--- src/rtl/multicycle_control.sv ---
// Multi-cycle sequencing controller for the reduced RISC-V core.
// Drives a shared-memory, shared-ALU datapath through FETCH/DECODE/execute states.
module multicycle_control (
  input  logic        clk,
  input  logic        rst,
  input  logic [31:0] Instr,
  input  logic        Zero,
  input  logic        mem_ready,
  output logic        mem_req,
  output logic        AdrSrc,
  output logic        MemWrite,
  output logic        IRWrite,
  output logic        PCWrite,
  output logic        RegWrite,
  output logic [1:0]  ResultSrc,
  output logic [1:0]  ALUSrcA,
  output logic [1:0]  ALUSrcB,
  output logic [1:0]  ImmSrc,
  output logic [1:0]  ALUOp,
  output logic        instr_done,
  output logic        illegal,
  output logic [3:0]  state
);

  typedef enum logic [3:0] {
    S_FETCH    = 4'd0,
    S_DECODE   = 4'd1,
    S_MEMADR   = 4'd2,
    S_MEMREAD  = 4'd3,
    S_MEMWB    = 4'd4,
    S_MEMWRITE = 4'd5,
    S_EXECUTER = 4'd6,
    S_EXECUTEI = 4'd7,
    S_ALUWB    = 4'd8,
    S_BRANCH   = 4'd9,
    S_JAL      = 4'd10,
    S_JALR     = 4'd11
  } state_e;

  localparam logic [6:0] OP_LOAD  = 7'b0000011;
  localparam logic [6:0] OP_STORE = 7'b0100011;
  localparam logic [6:0] OP_RTYPE = 7'b0110011;
  localparam logic [6:0] OP_ITYPE = 7'b0010011;
  localparam logic [6:0] OP_BRAN  = 7'b1100011;
  localparam logic [6:0] OP_JAL   = 7'b1101111;
  localparam logic [6:0] OP_JALR  = 7'b1100111;

  state_e     state_q, state_d;
  logic [6:0] opcode;
  logic [2:0] funct3;
  logic       unused_instr;

  // Enables before the reset gate
  logic mem_req_c, mem_write_c, ir_write_c, pc_write_c, reg_write_c;
  logic instr_done_c, illegal_c;

  assign opcode       = Instr[6:0];
  assign funct3       = Instr[14:12];
  assign unused_instr = ^{Instr[31:15], Instr[11:7]};

  // State register
  always_ff @(posedge clk) begin
    if (rst) state_q <= S_FETCH;
    else     state_q <= state_d;
  end

  // Next-state logic
  always_comb begin
    state_d = state_q;
    case (state_q)
      S_FETCH:    if (mem_ready) state_d = S_DECODE;
      S_DECODE: begin
        case (opcode)
          OP_LOAD, OP_STORE: state_d = S_MEMADR;
          OP_RTYPE:          state_d = S_EXECUTER;
          OP_ITYPE:          state_d = S_EXECUTEI;
          OP_BRAN:           state_d = S_BRANCH;
          OP_JAL:            state_d = S_JAL;
          OP_JALR:           state_d = S_JALR;
          default:           state_d = S_FETCH;
        endcase
      end
      S_MEMADR:   state_d = (opcode == OP_LOAD) ? S_MEMREAD : S_MEMWRITE;
      S_MEMREAD:  if (mem_ready) state_d = S_MEMWB;
      S_MEMWB:    state_d = S_FETCH;
      S_MEMWRITE: if (mem_ready) state_d = S_FETCH;
      S_EXECUTER: state_d = S_ALUWB;
      S_EXECUTEI: state_d = S_ALUWB;
      S_ALUWB:    state_d = S_FETCH;
      S_BRANCH:   state_d = S_FETCH;
      S_JALR:     state_d = S_JAL;
      S_JAL:      state_d = S_ALUWB;
      default:    state_d = S_FETCH;
    endcase
  end

  // Output decode; Mealy terms only where the handshake or Zero must act this cycle
  always_comb begin
    mem_req_c    = 1'b0;
    AdrSrc       = 1'b0;
    mem_write_c  = 1'b0;
    ir_write_c   = 1'b0;
    pc_write_c   = 1'b0;
    reg_write_c  = 1'b0;
    ResultSrc    = 2'b00;
    ALUSrcA      = 2'b00;
    ALUSrcB      = 2'b00;
    ALUOp        = 2'b00;
    instr_done_c = 1'b0;
    illegal_c    = 1'b0;
    case (state_q)
      S_FETCH: begin
        mem_req_c  = 1'b1;
        ALUSrcB    = 2'b10;
        ResultSrc  = 2'b10;
        ir_write_c = mem_ready;
        pc_write_c = mem_ready;
      end
      S_DECODE: begin
        ALUSrcA = 2'b01;
        ALUSrcB = 2'b01;
        case (opcode)
          OP_LOAD, OP_STORE, OP_RTYPE, OP_ITYPE,
          OP_BRAN, OP_JAL, OP_JALR: illegal_c = 1'b0;
          default:                  illegal_c = 1'b1;
        endcase
      end
      S_MEMADR: begin
        ALUSrcA = 2'b10;
        ALUSrcB = 2'b01;
      end
      S_MEMREAD: begin
        mem_req_c = 1'b1;
        AdrSrc    = 1'b1;
      end
      S_MEMWB: begin
        ResultSrc    = 2'b01;
        reg_write_c  = 1'b1;
        instr_done_c = 1'b1;
      end
      S_MEMWRITE: begin
        mem_req_c    = 1'b1;
        mem_write_c  = 1'b1;
        AdrSrc       = 1'b1;
        instr_done_c = mem_ready;
      end
      S_EXECUTER: begin
        ALUSrcA = 2'b10;
        ALUOp   = 2'b10;
      end
      S_EXECUTEI: begin
        ALUSrcA = 2'b10;
        ALUSrcB = 2'b01;
        ALUOp   = 2'b10;
      end
      S_ALUWB: begin
        reg_write_c  = 1'b1;
        instr_done_c = 1'b1;
      end
      S_BRANCH: begin
        ALUSrcA      = 2'b10;
        ALUOp        = 2'b01;
        instr_done_c = 1'b1;
        case (funct3)
          3'b000:  pc_write_c = Zero;
          3'b001:  pc_write_c = ~Zero;
          default: pc_write_c = 1'b0;
        endcase
      end
      S_JALR: begin
        ALUSrcA = 2'b10;
        ALUSrcB = 2'b01;
      end
      S_JAL: begin
        pc_write_c = 1'b1;
        ALUSrcA    = 2'b01;
        ALUSrcB    = 2'b10;
      end
      default: ;
    endcase
  end

  // Immediate format straight from the opcode
  always_comb begin
    case (opcode)
      OP_STORE: ImmSrc = 2'b01;
      OP_BRAN:  ImmSrc = 2'b10;
      OP_JAL:   ImmSrc = 2'b11;
      default:  ImmSrc = 2'b00;
    endcase
  end

  // Reset suppresses every write/request so an aborted instruction leaves no trace
  assign mem_req    = mem_req_c    & ~rst;
  assign MemWrite   = mem_write_c  & ~rst;
  assign IRWrite    = ir_write_c   & ~rst;
  assign PCWrite    = pc_write_c   & ~rst;
  assign RegWrite   = reg_write_c  & ~rst;
  assign instr_done = instr_done_c & ~rst;
  assign illegal    = illegal_c    & ~rst;
  assign state      = state_q;

endmodule
--- config.mk ---
export PLATFORM = sky130hd
export DESIGN_NAME = multicycle_control
export DESIGN_NICKNAME = d
export VERILOG_FILES = /design/src/rtl/multicycle_control.sv
export SDC_FILE = /design/constraint.sdc
export NUM_CORES = 1
export LEC_CHECK = 0
export BUFFER_PORTS_ARGS = -buffer_cell sky130_fd_sc_hd__clkbuf_2
export CORE_UTILIZATION = 37
export DETAILED_ROUTE_END_ITERATION = 16
export PLACE_DENSITY = 0.79
export SLEW_MARGIN = 10
export SYNTH_ARGS = -nofsm -noshare
export SYNTH_HDL_FRONTEND = slang
export SYNTH_SLANG_ARGS = --single-unit
--- constraint.sdc ---
create_clock -name clk -period 1.39 [get_ports clk]
set_input_delay 0.139 -clock clk [delete_from_list [all_inputs] [get_ports clk]]
set_output_delay 0.139 -clock clk [all_outputs]
set_load 0.01 [all_outputs]
# Yosys cells after proc, flatten, opt, wreduce, memory -nomap -nowiden
# Cells that the tools add are included.
# word_totals
ff_bits	4
in_bits	36
out_inout_bits	22
elab_cells	68
# op_classes
n_eq_ne	22
mux	21
bitwise_logic	9
n_reduce_logical	15
# op_table
op	count
$pmux W4 S7	1
$pmux W4 S6	1
$eq A7 B7 Y1 const B	3
$eq A4 B3 Y1 const B	4
$eq A4 B4 Y1 const B	4
$pmux W2 S2	4
$eq A7 B6 Y1 const B	2
$mux W4	3
$reduce_or A2 Y1	6
$reduce_or A3 Y1	3
$eq A4 B2 Y1 const B	2
$and A1 B1 Y1	7
$eq A7 B2 Y1 const B	1
$eq A7 B5 Y1 const B	1
$mux W1	7
$reduce_or A7 Y1	1
$ne A2 B2 Y1 const B	3
$pmux W2 S3	1
$reduce_or A5 Y1	1
$eq A4 B1 Y1 const B	1
$logic_not A4 Y1	1
$pmux W1 S2	2
$reduce_or A4 Y1	1
$eq A3 B1 Y1 const B	1
other kinds (5)	6

# Depth between registers and ports, before layout
# Gate-level depths: netlist (run 1).
# logic_depth
ltp_word	5
depth_mapped	5
mapped_depth_nobuf	4

# Worst setup path before layout (run 1)
# Ideal clock, no wire load.
# synth_path
path_type	reg-to-output
startpoint	register state_q[3], in the netlist state[3]
endpoint	output illegal
arrival_ns	1.431
required_time_ns	1.251
path_slack_ns	-0.180
path_stages_with_launch	4
n_path_buf	1
path_cell_list	dfxtp_1 > buf_6 > or4b_4 > nor4_1
# synth_between
elab_chain_cells	3
# synth_rtl
item	line	rtl
start, declared	48	state_e state_q, state_d;
start signal, assigned	64	else state_q <= state_d;
$eq A4 B1 Y1	111	case (state_q)
$mux W1	111	
$and A1 B1 Y1	200	assign illegal = illegal_c & ~rst;
end, declared	21	output logic illegal,
# Every way passes these cells.

# Final worst setup path (run 1)
# layout_path
startpoint	register state_q[0], in the netlist state[0]
endpoint	output PCWrite
# layout_between
elab_chain_cells	3
word_cells_on_any_way	5
classes_between	eq/ne (2); mux (1); bitwise (1); reduce/logical (1)
# layout_rtl
item	line	rtl
$eq A4 B4 Y1 or $logic_not A4 Y1 (tied branches)	111	
$pmux W1 S3 (*)	111	
$and A1 B1 Y1 (*)	197	assign PCWrite = pc_write_c & ~rst;
end, declared	13	output logic PCWrite,
# Mark *: on every way between the ends. The rest lies on a longest branch, timed or not.

==> reports/metrics.yaml, run 1 <==
violations: "negative setup slack"
worst_ir_drop_on_vdd_v: 0.000417
pre_cts_slack_ns: -0.0452
synth_compound_gate_area_share_pct: 29.6
cts_tree: "built"
drt-pass1-iter-count: 4
synthSimpleGateAreaFrac_pct: 41.7
post_drt_via_cell_ratio: 5.61
num_rows: 14
dp.final_hpwl_um: 1730
critPathKind: "flip-flop to primary output"
fp.dieArea_um2: 1970
syn-num-nets: 132
timing.reg2reg.worst_path_depth: 5
slew_viol_final: 0
post_synth_xor_area_fraction_pct: 6.60
synth_adder_area_share_pct: 0
worstMarginPinSlew_ns: 0.492
period_minus_slack_ns: 1.59
data_required_critical_path_ns: 1.25
slew_headroom_pct: 66.9
final.setup.worst_slack_ns: -0.195
unrepaired_setup_endpoints_after_global_routing: "yes"
finalHoldViolations: 0
critPathMaxFanout: 9
grt_usage_pct: 25.1
die_height_um: 44.3
clk-insertion-delay-late_ns: 0.24
timing.max_cap.violations: 0
antennaDiodeCount: 0
fin_worst_hold_slack_ns: 0.321
number_of_buffers_inserted_by_hold_repair_at_cts: 0
outcome: "finished with violations"
largest_net_degree_at_the_start_of_global_routing: 14
leakage_nw: 0.548
setup.worst_path.end_class: "primary output"
arrival_ns: 1.45
max_freq_mhz: 631
wl_per_cell_um: 14.1
grt_first_pass_wirelength_um: 3720
cellPowerDensity_nw_per_um2: 528
period_share_pct: 114
drive_gt1_share_pct: 56.7
setup_violations: 14
port_buffer_count: 35
post-route-drc-count: 0
syn2layout_area_growth_pct: 73.0
synth_async_sr_flop_share_pct: 0
nNetsFinal: 188
core_region_area_um2: 1590
top_level_ports: 58
first_global_vias: 835
clk_pin_slew_worst_paths_ns: 0.04
initial_core_utilization_pct: 41.6
clock_skew_ns: 0.00333
synthDistinctLibCells: 40
postSynthAreaPerCell_um2: 6.91
netlist_instances: 96
timing.critical_path.from_type: "flip-flop"
yosysSeqAreaShare_pct: 12.1
grt_antenna_before_repair: 0
largest_register_ff_count: 4
timing.hold.worst_path_depth: 3
initialDrtViolationCount: 31
hold_path.class: "primary input to flip-flop"
ys_seq_elements: 4
grt.overflow.total: 0
clock_sinks: 4
gp_routability_congestion: 0.865
vias: 976
synth_warnings: 0
die_w_um: 44.3
most_used_flip_flop_cell_after_synthesis: "sky130_fd_sc_hd__dfxtp_1"
clk_path_buf_depth: 2
tritoncts.num_buffers: 3
synth.area.mux_share_pct: 0
postRouteAntennaNets: 0
post_synth_instance_area_um2: 663
cts-htree-levels: 1
synth-edff-count: 0
main_combinational_cell_family_by_area_after_synthesis: "simple AND/OR/NAND/NOR gates"
cts_root_buf: "sky130_fd_sc_hd__clkbuf_4"
totalWireLength_um: 2450
==> metal layers <==
metal / GRT usage [%] / wire [um] / vias up
li1: - / - / 469
met1: 28.8 / 958 / 450
met2: 47.9 / 1310 / 53
met3: 3.27 / 153 / 4
met4: 6.67 / 27 / 0
met5: 0 / 0 / -
==> worst max-delay path: stages (launching register included) <==
cell and delay, ns:
sky130_fd_sc_hd__dfxtp_4 0.39, sky130_fd_sc_hd__nor4bb_1 0.29, sky130_fd_sc_hd__a32oi_1 0.09, sky130_fd_sc_hd__o21a_1 0.18, sky130_fd_sc_hd__nor3_2 0.09, sky130_fd_sc_hd__clkbuf_2 0.15
==> layout by cell type, fill, tap and decap left out, types with 3 or more instances in the layout <==
cell type                  count
sky130_fd_sc_hd__nor3_2        3
sky130_fd_sc_hd__buf_6         5
sky130_fd_sc_hd__nand2_1       4
sky130_fd_sc_hd__nand3_1       3
sky130_fd_sc_hd__dfxtp_4       3
sky130_fd_sc_hd__clkbuf_2     29
sky130_fd_sc_hd__nor3_1        6
sky130_fd_sc_hd__nor2b_1       3
sky130_fd_sc_hd__nor2_1       11
sky130_fd_sc_hd__nand2b_1      5
sky130_fd_sc_hd__buf_2         6
sky130_fd_sc_hd__inv_1         3
sky130_fd_sc_hd__clkbuf_4      3
sky130_fd_sc_hd__buf_4        20
==> kinds of logic after synthesis <==
kind of cell	after synthesis
flops	4
xor+xnor	5
simple gates	49
compound gates	25
buf+inv	13
==> metrics by stage <==
step / total power, mW / instance area (um2) / setup TNS [ns] / util, % / instances
2_1_floorplan: 0.290 / 689 / 0 / - / 96
3_3_place_gp: 0.401 / 978 / -0.0453 / 61.4 / 164
3_5_place_dp: 0.411 / 978 / -0.165 / 61.4 / 164
4_1_cts: 0.576 / 1070 / -1.15 / 67.0 / 170
5_1_grt: 0.639 / 1150 / -2.04 / 72.0 / 174
6_report: 0.606 / 1150 / -1.39 / 72.0 / 174
==> power by group <==
part / total, mW / switching, mW / leakage, nW / internal, mW
logic: 0.325 / 0.168 / 0.499 / 0.157
clock network: 0.149 / 0.0521 / 0.0138 / 0.0969
registers: 0.132 / 0.0136 / 0.0352 / 0.119
total: 0.606 / 0.234 / 0.548 / 0.372
==> area by class of cell <==
cell class	count	area, um2
multi-input cells	79	606
fillers	127	447
repair buffers	60	382
flip-flops and latches	4	92.6
well taps	24	30.0
clock buffers	3	22.5
inverters	4	15.0
==> timing repair <==
item                                    in CTS  in global routing
endpoints found under the hold margin        0                  0
pin swaps                                    4                  2
endpoints found under the setup margin      18                 17
buffers inserted                             4                  4
resized for setup                           15                 19
==> final timing paths <==
check	slack, ns	to	startpoint
worst max-delay path	-0.20	PCWrite	state[0]$_SDFFE_PP0P_
worst min-delay path	0.32	state[1]$_SDFFE_PP0P_	Instr[2]
worst max register to register	-0.04	state[1]$_SDFFE_PP0P_	state[3]$_SDFFE_PP0P_
worst min register to register	0.76	state[0]$_SDFFE_PP0P_	state[0]$_SDFFE_PP0P_
==> Yosys cell counts (2+ instances only) <==
cell	n	area, um2
sky130_fd_sc_hd__nor4_1	3	18.8
sky130_fd_sc_hd__o21ai_0	2	10.0
sky130_fd_sc_hd__nand2b_1	5	31.3
sky130_fd_sc_hd__a31o_1	2	17.5
sky130_fd_sc_hd__nand2_1	5	18.8
sky130_fd_sc_hd__xor2_1	3	26.3
sky130_fd_sc_hd__xnor2_1	2	17.5
sky130_fd_sc_hd__inv_1	4	15.0
sky130_fd_sc_hd__a211oi_1	3	22.5
sky130_fd_sc_hd__dfxtp_1	4	80.1
sky130_fd_sc_hd__buf_2	5	25.0
sky130_fd_sc_hd__clkbuf_1	2	7.51
sky130_fd_sc_hd__a32o_1	2	20.0
sky130_fd_sc_hd__nand3_1	3	15.0
sky130_fd_sc_hd__nor2_1	11	41.3
sky130_fd_sc_hd__a21oi_1	3	15.0
sky130_fd_sc_hd__and3b_1	2	17.5
sky130_fd_sc_hd__nor2b_1	4	25.0
sky130_fd_sc_hd__nor3_1	9	45.0
sky130_fd_sc_hd__or3_1	2	12.5
(Power assumes the default switching activity.)
==> run 2: changes to the inputs <==
- PLACE_DENSITY: 0.79 -> unset
- PLACE_DENSITY_LB_ADDON: unset -> 0.3
==> reports/metrics.yaml, run 2 (synthesized netlist as in run 1, its figures left out) <==
cts_root_buf: "sky130_fd_sc_hd__clkbuf_4"
crit_path_frequent_cell: "sky130_fd_sc_hd__buf_6"
first_global_vias: 913
period_minus_slack_ns: 1.60
hold_path_startpoint: "Instr[3]"
antennaDiodeCount: 0
arrival_ns: 1.46
core_region_area_um2: 1590
critical-path-slowest-cell: "sky130_fd_sc_hd__or3_4"
clock_sinks: 4
num_rows: 14
cellPowerDensity_nw_per_um2: 508
netSwitchingFraction_pct: 39.0
grt_usage_pct: 28.6
timing.critical_path.from_type: "flip-flop"
cts_tree: "built"
finalHoldViolations: 0
violations: "negative setup slack"
fillCellCount: 104
critPathMaxFanout: 4
number_of_buffers_inserted_by_hold_repair_at_cts: 0
fp.dieArea_um2: 1970
gp_routability_congestion: 0.819
die_w_um: 44.3
worst_ir_drop_on_vdd_v: 0.000506
clk_path_buf_depth: 2
r2r_setup_slack_ns: -0.05
most-common-layout-cells: "21 x sky130_fd_sc_hd__clkbuf_2, 21 x sky130_fd_sc_hd__buf_4, 14 x sky130_fd_sc_hd__buf_2"
pre_cts_slack_ns: -0.0746
p_comb_share_pct: 55.7
period_share_pct: 115
slowest_delay_ns: 0.39
max_freq_mhz: 626
top_level_ports: 58
dp.final_hpwl_um: 1780
clock_skew_ns: 0.00775
leakage_nw: 0.619
nNetsFinal: 196
vias: 1050
wl_per_cell_um: 15.5
initial_core_utilization_pct: 41.6
critical_path.reg2reg.startpoint: "state[3]$_SDFFE_PP0P_"
final_core_util_pct: 81.3
setup.worst_path.end_class: "primary output"
final.setup.worst_slack_ns: -0.207
grt.overflow.total: 0
syn2layout_area_growth_pct: 95.5
grt_antenna_before_repair: 0
fin_worst_hold_slack_ns: 0.315
post_drt_via_cell_ratio: 5.77
post-route-drc-count: 0
timing.critical_path.cells: "buf_6 -> buf_6 -> or3_4 -> nor2_2 -> buf_2"
outcome: "finished with violations"
power.clock.fraction_pct: 24.5
setup_tns_ns: -1.77
port_buffer_count: 35
worst-path-buf-inv: 3
clk-insertion-delay-late_ns: 0.26
setup_violations: 17
hold_path.class: "primary input to flip-flop"
drive_gt1_share_pct: 63.3
totalWireLength_um: 2820
worstMarginPinSlew_ns: 0.487
data_required_critical_path_ns: 1.25
drt-pass1-iter-count: 5
die_height_um: 44.3
critical_path.top_delay_family: "simple AND/OR/NAND/NOR gates"
reg2reg_to: "state[1]$_SDFFE_PP0P_"
seq_power_share_pct: 19.8
largest_register_ff_count: 4
tritoncts.num_buffers: 3
clk_pin_slew_worst_paths_ns: 0.04
fin_total_pwr_mw: 0.658
timing.hold.worst_path_depth: 3
unrepaired_setup_endpoints_after_global_routing: "yes"
slew_headroom_pct: 67.2
slew_viol_final: 0
power.switching_mw: 0.257
internal-power_mw: 0.402
worst_hold_path.endpoint: "state[0]$_SDFFE_PP0P_"
cts-htree-levels: 1
grt_first_pass_wirelength_um: 4150
critPathKind: "flip-flop to primary output"
postRouteAntennaNets: 0
largest_net_degree_at_the_start_of_global_routing: 12
timing.reg2reg.worst_path_depth: 5
timing.max_cap.violations: 0
initialDrtViolationCount: 19
## run 2: cell count changes in the layout (fill, tap and decap cells not counted), moves of 2 or more
cell / change
sky130_fd_sc_hd__buf_2: +8
sky130_fd_sc_hd__nor2_1: -3
sky130_fd_sc_hd__buf_6: +6
sky130_fd_sc_hd__nor2_2: +2
sky130_fd_sc_hd__nand2b_1: -3
sky130_fd_sc_hd__clkbuf_2: -8
sky130_fd_sc_hd__nand2b_4: +4
## run 2: repair_timing
action                                  in CTS  in global routing
gates resized for setup                     31                 31
endpoints found under the setup margin      19                 19
buffers inserted                             4                  6
pin swaps                                   12                  5
gates cloned                                 0                  0
## run 2: worst max path at each step
stage | from | end | slack [ns] | cells past startpoint
floorplan | state[2]$_SDFFE_PP0P_ | instr_done | 0.01 | 4
global placement | state[0]$_SDFFE_PP0P_ | illegal | -0.05 | 3
detailed placement | state[0]$_SDFFE_PP0P_ | state[0]$_SDFFE_PP0P_ | -0.07 | 6
CTS | state[3]$_SDFFE_PP0P_ | illegal | -0.21 | 3
global route | state[3]$_SDFFE_PP0P_ | ResultSrc[0] | -0.25 | 5
finish | state[3]$_SDFFE_PP0P_ | ResultSrc[0] | -0.21 | 5
## run 2: per-stage QoR
| stage | cell area, um2 | instances |
|---|---|---|
| after detailed placement | 1020 | 169 |
| after CTS | 1160 | 176 |
| after floorplan | 689 | 96 |
| final | 1300 | 182 |
| after global routing | 1300 | 182 |
| after global placement | 1020 | 169 |
## run 2: final cells by class
type                    count  area (um2)  area share (%)
clock buffers               3        22.5            1.74
inverters                   4        17.5            1.35
multi-input cells          79         657            50.7
flip-flops and latches      4        92.6            7.14
well taps                  24        30.0            2.32
repair buffers             68         477            36.8
## run 2: power by group through the flow
stage	clock network (mW)	logic (mW)	registers [mW]
3_5_place_dp	0	0.289	0.134
2_1_floorplan	0	0.158	0.132
5_1_grt	0.172	0.393	0.130
6_report	0.161	0.367	0.130
4_1_cts	0.162	0.318	0.133
3_3_place_gp	0	0.281	0.134
## run 2: per-layer routing
metal | up-vias | routed length [um] | global-route usage, %
li1 | 487 | - | -
met1 | 498 | 1150 | 33.7
met2 | 55 | 1420 | 49.4
met3 | 10 | 152 | 5.31
met4 | 0 | 97 | 13.9
met5 | - | 0 | 0
## run 2: tightest hold or removal path, delay by kind of cell
family                 cells  cell delay, ns
AOI/OAI and AO/OA          2            0.24
buffers and inverters      1            0.14
==> run 3: changes to the inputs <==
- CTS_CLUSTER_DIAMETER: unset -> 100
- SKIP_LAST_GASP: unset -> 1
==> reports/metrics.yaml, run 3 (synthesized netlist as in run 1, its figures left out) <==
fp.dieArea_um2: 1970
setup_violations: 17
gp_routability_congestion: 0.819
unrepaired_setup_endpoints_after_global_routing: "yes"
clk-insertion-delay-late_ns: 0.26
slew_viol_final: 0
clock_skew_ns: 0.00760
dpl_cell_area_um2: 1020
fillCellCount: 103
cts_tree: "built"
drive_gt1_share_pct: 64.6
final.setup.worst_slack_ns: -0.223
critical-path-slowest-cell: "sky130_fd_sc_hd__dfxtp_2"
setup_tns_ns: -2.07
max_freq_mhz: 620
final_common_cell: "sky130_fd_sc_hd__clkbuf_2"
cts-htree-levels: 1
data_required_critical_path_ns: 1.25
grt_first_pass_wirelength_um: 4040
critPathMaxFanout: 7
totalWireLength_um: 2870
drt-pass1-iter-count: 4
pre_cts_slack_ns: -0.0746
largest_register_ff_count: 4
worst-path-buf-inv: 4
wl_per_cell_um: 15.8
arrival_ns: 1.47
setup.worst_path.end_class: "primary output"
critical_path.top_delay_family: "buffers and inverters"
finalHoldViolations: 0
stdcell_area_um2: 1300
fin_total_pwr_mw: 0.660
antennaDiodeCount: 0
cts_root_buf: "sky130_fd_sc_hd__clkbuf_4"
vias: 1049
largest_net_degree_at_the_start_of_global_routing: 12
first_global_vias: 917
initial_core_utilization_pct: 41.6
dp.final_hpwl_um: 1780
clk_path_buf_depth: 2
worstMarginPinSlew_ns: 0.485
clk_pin_slew_worst_paths_ns: 0.04
timing.critical_path.from_type: "flip-flop"
grt_antenna_before_repair: 0
multi_input_logic_area_um2: 661
violations: "negative setup slack"
tritoncts.num_buffers: 3
top_level_ports: 58
timing.critical_path.cells: "buf_6 -> buf_6 -> nor3_2 -> buf_4 -> a21o_1 -> clkbuf_2"
postRouteAntennaNets: 0
critPathKind: "flip-flop to primary output"
period_minus_slack_ns: 1.61
slowest_delay_ns: 0.35
timing.max_cap.violations: 0
initialDrtViolationCount: 45
grt_usage_pct: 28.0
grt.overflow.total: 0
most-common-layout-cells: "23 x sky130_fd_sc_hd__clkbuf_2, 21 x sky130_fd_sc_hd__buf_4, 12 x sky130_fd_sc_hd__buf_2"
core_region_area_um2: 1590
seq_area_um2: 92.6
outcome: "finished with violations"
die_w_um: 44.3
slew_headroom_pct: 67.4
period_share_pct: 116
number_of_buffers_inserted_by_hold_repair_at_cts: 0
worst_ir_drop_on_vdd_v: 0.000508
leakage_nw: 0.623
num_rows: 14
crit_path_frequent_cell: "sky130_fd_sc_hd__buf_6"
clock_sinks: 4
hold_path.class: "primary input to flip-flop"
port_buffer_count: 35
die_height_um: 44.3
nNetsFinal: 196
post-route-drc-count: 0
syn2layout_area_growth_pct: 96.0
post_drt_via_cell_ratio: 5.76
cellPowerDensity_nw_per_um2: 507
[run 3: layout make-up]
class                           count  area share (%)
Multi-Input combinational cell     79            50.8
Timing Repair Buffer               68            36.7
Sequential cell                     4            7.12
Tap cell                           24            2.31
Clock buffer                        3            1.73
Inverter                            4            1.35
[run 3: metrics by stage]
stage	hold WS [ns]	util [%]	std cells
6_report	0.317	81.6	182
5_1_grt	0.345	81.6	182
4_1_cts	0.320	72.6	176
3_5_place_dp	0.566	63.7	169
3_3_place_gp	0.558	63.7	169
2_1_floorplan	0.357	-	96
[run 3: routing by layer]
| layer | global-route usage (%) | wire length [um] | vias to the layer above |
|---|---|---|---|
| met1 | 32.3 | 1190 | 498 |
| met4 | 13.9 | 120 | 0 |
| li1 | - | - | 484 |
| met5 | 0 | 0 | - |
| met3 | 5.31 | 159 | 12 |
| met2 | 49.1 | 1400 | 55 |
[run 3: what timing repair did]
item	CTS	global route
gates resized for setup	29	32
pin swaps	12	7
buffers inserted	4	6
setup endpoints to repair	19	19
[run 3: path summary, 6_finish.rpt]
kind / from / end / depth (start not counted) / slack, ns
worst max register to register: state[3]$_SDFFE_PP0P_ / state[1]$_SDFFE_PP0P_ / 5 / -0.06
worst max-delay path: state[3]$_SDFFE_PP0P_ / ALUSrcB[0] / 6 / -0.22
worst min-delay path: Instr[3] / state[0]$_SDFFE_PP0P_ / 3 / 0.32
worst min register to register: state[0]$_SDFFE_PP0P_ / state[3]$_SDFFE_PP0P_ / 3 / 0.75
[run 3: worst reg2reg max path, cell delays in order, from the launching register on]
cell and delay, ns:
sky130_fd_sc_hd__dfxtp_2 0.35, sky130_fd_sc_hd__or4b_4 0.56, sky130_fd_sc_hd__buf_4 0.15, sky130_fd_sc_hd__nor2_2 0.07, sky130_fd_sc_hd__a31o_1 0.14, sky130_fd_sc_hd__a31o_1 0.10
[run 3: where the power goes]
group	total [mW]	leakage [nW]	switching [mW]	internal (mW)
clock	0.162	0.0138	0.0640	0.0977
sequential	0.130	0.0352	0.0111	0.119
combinational	0.368	0.574	0.184	0.184
total	0.660	0.623	0.260	0.400
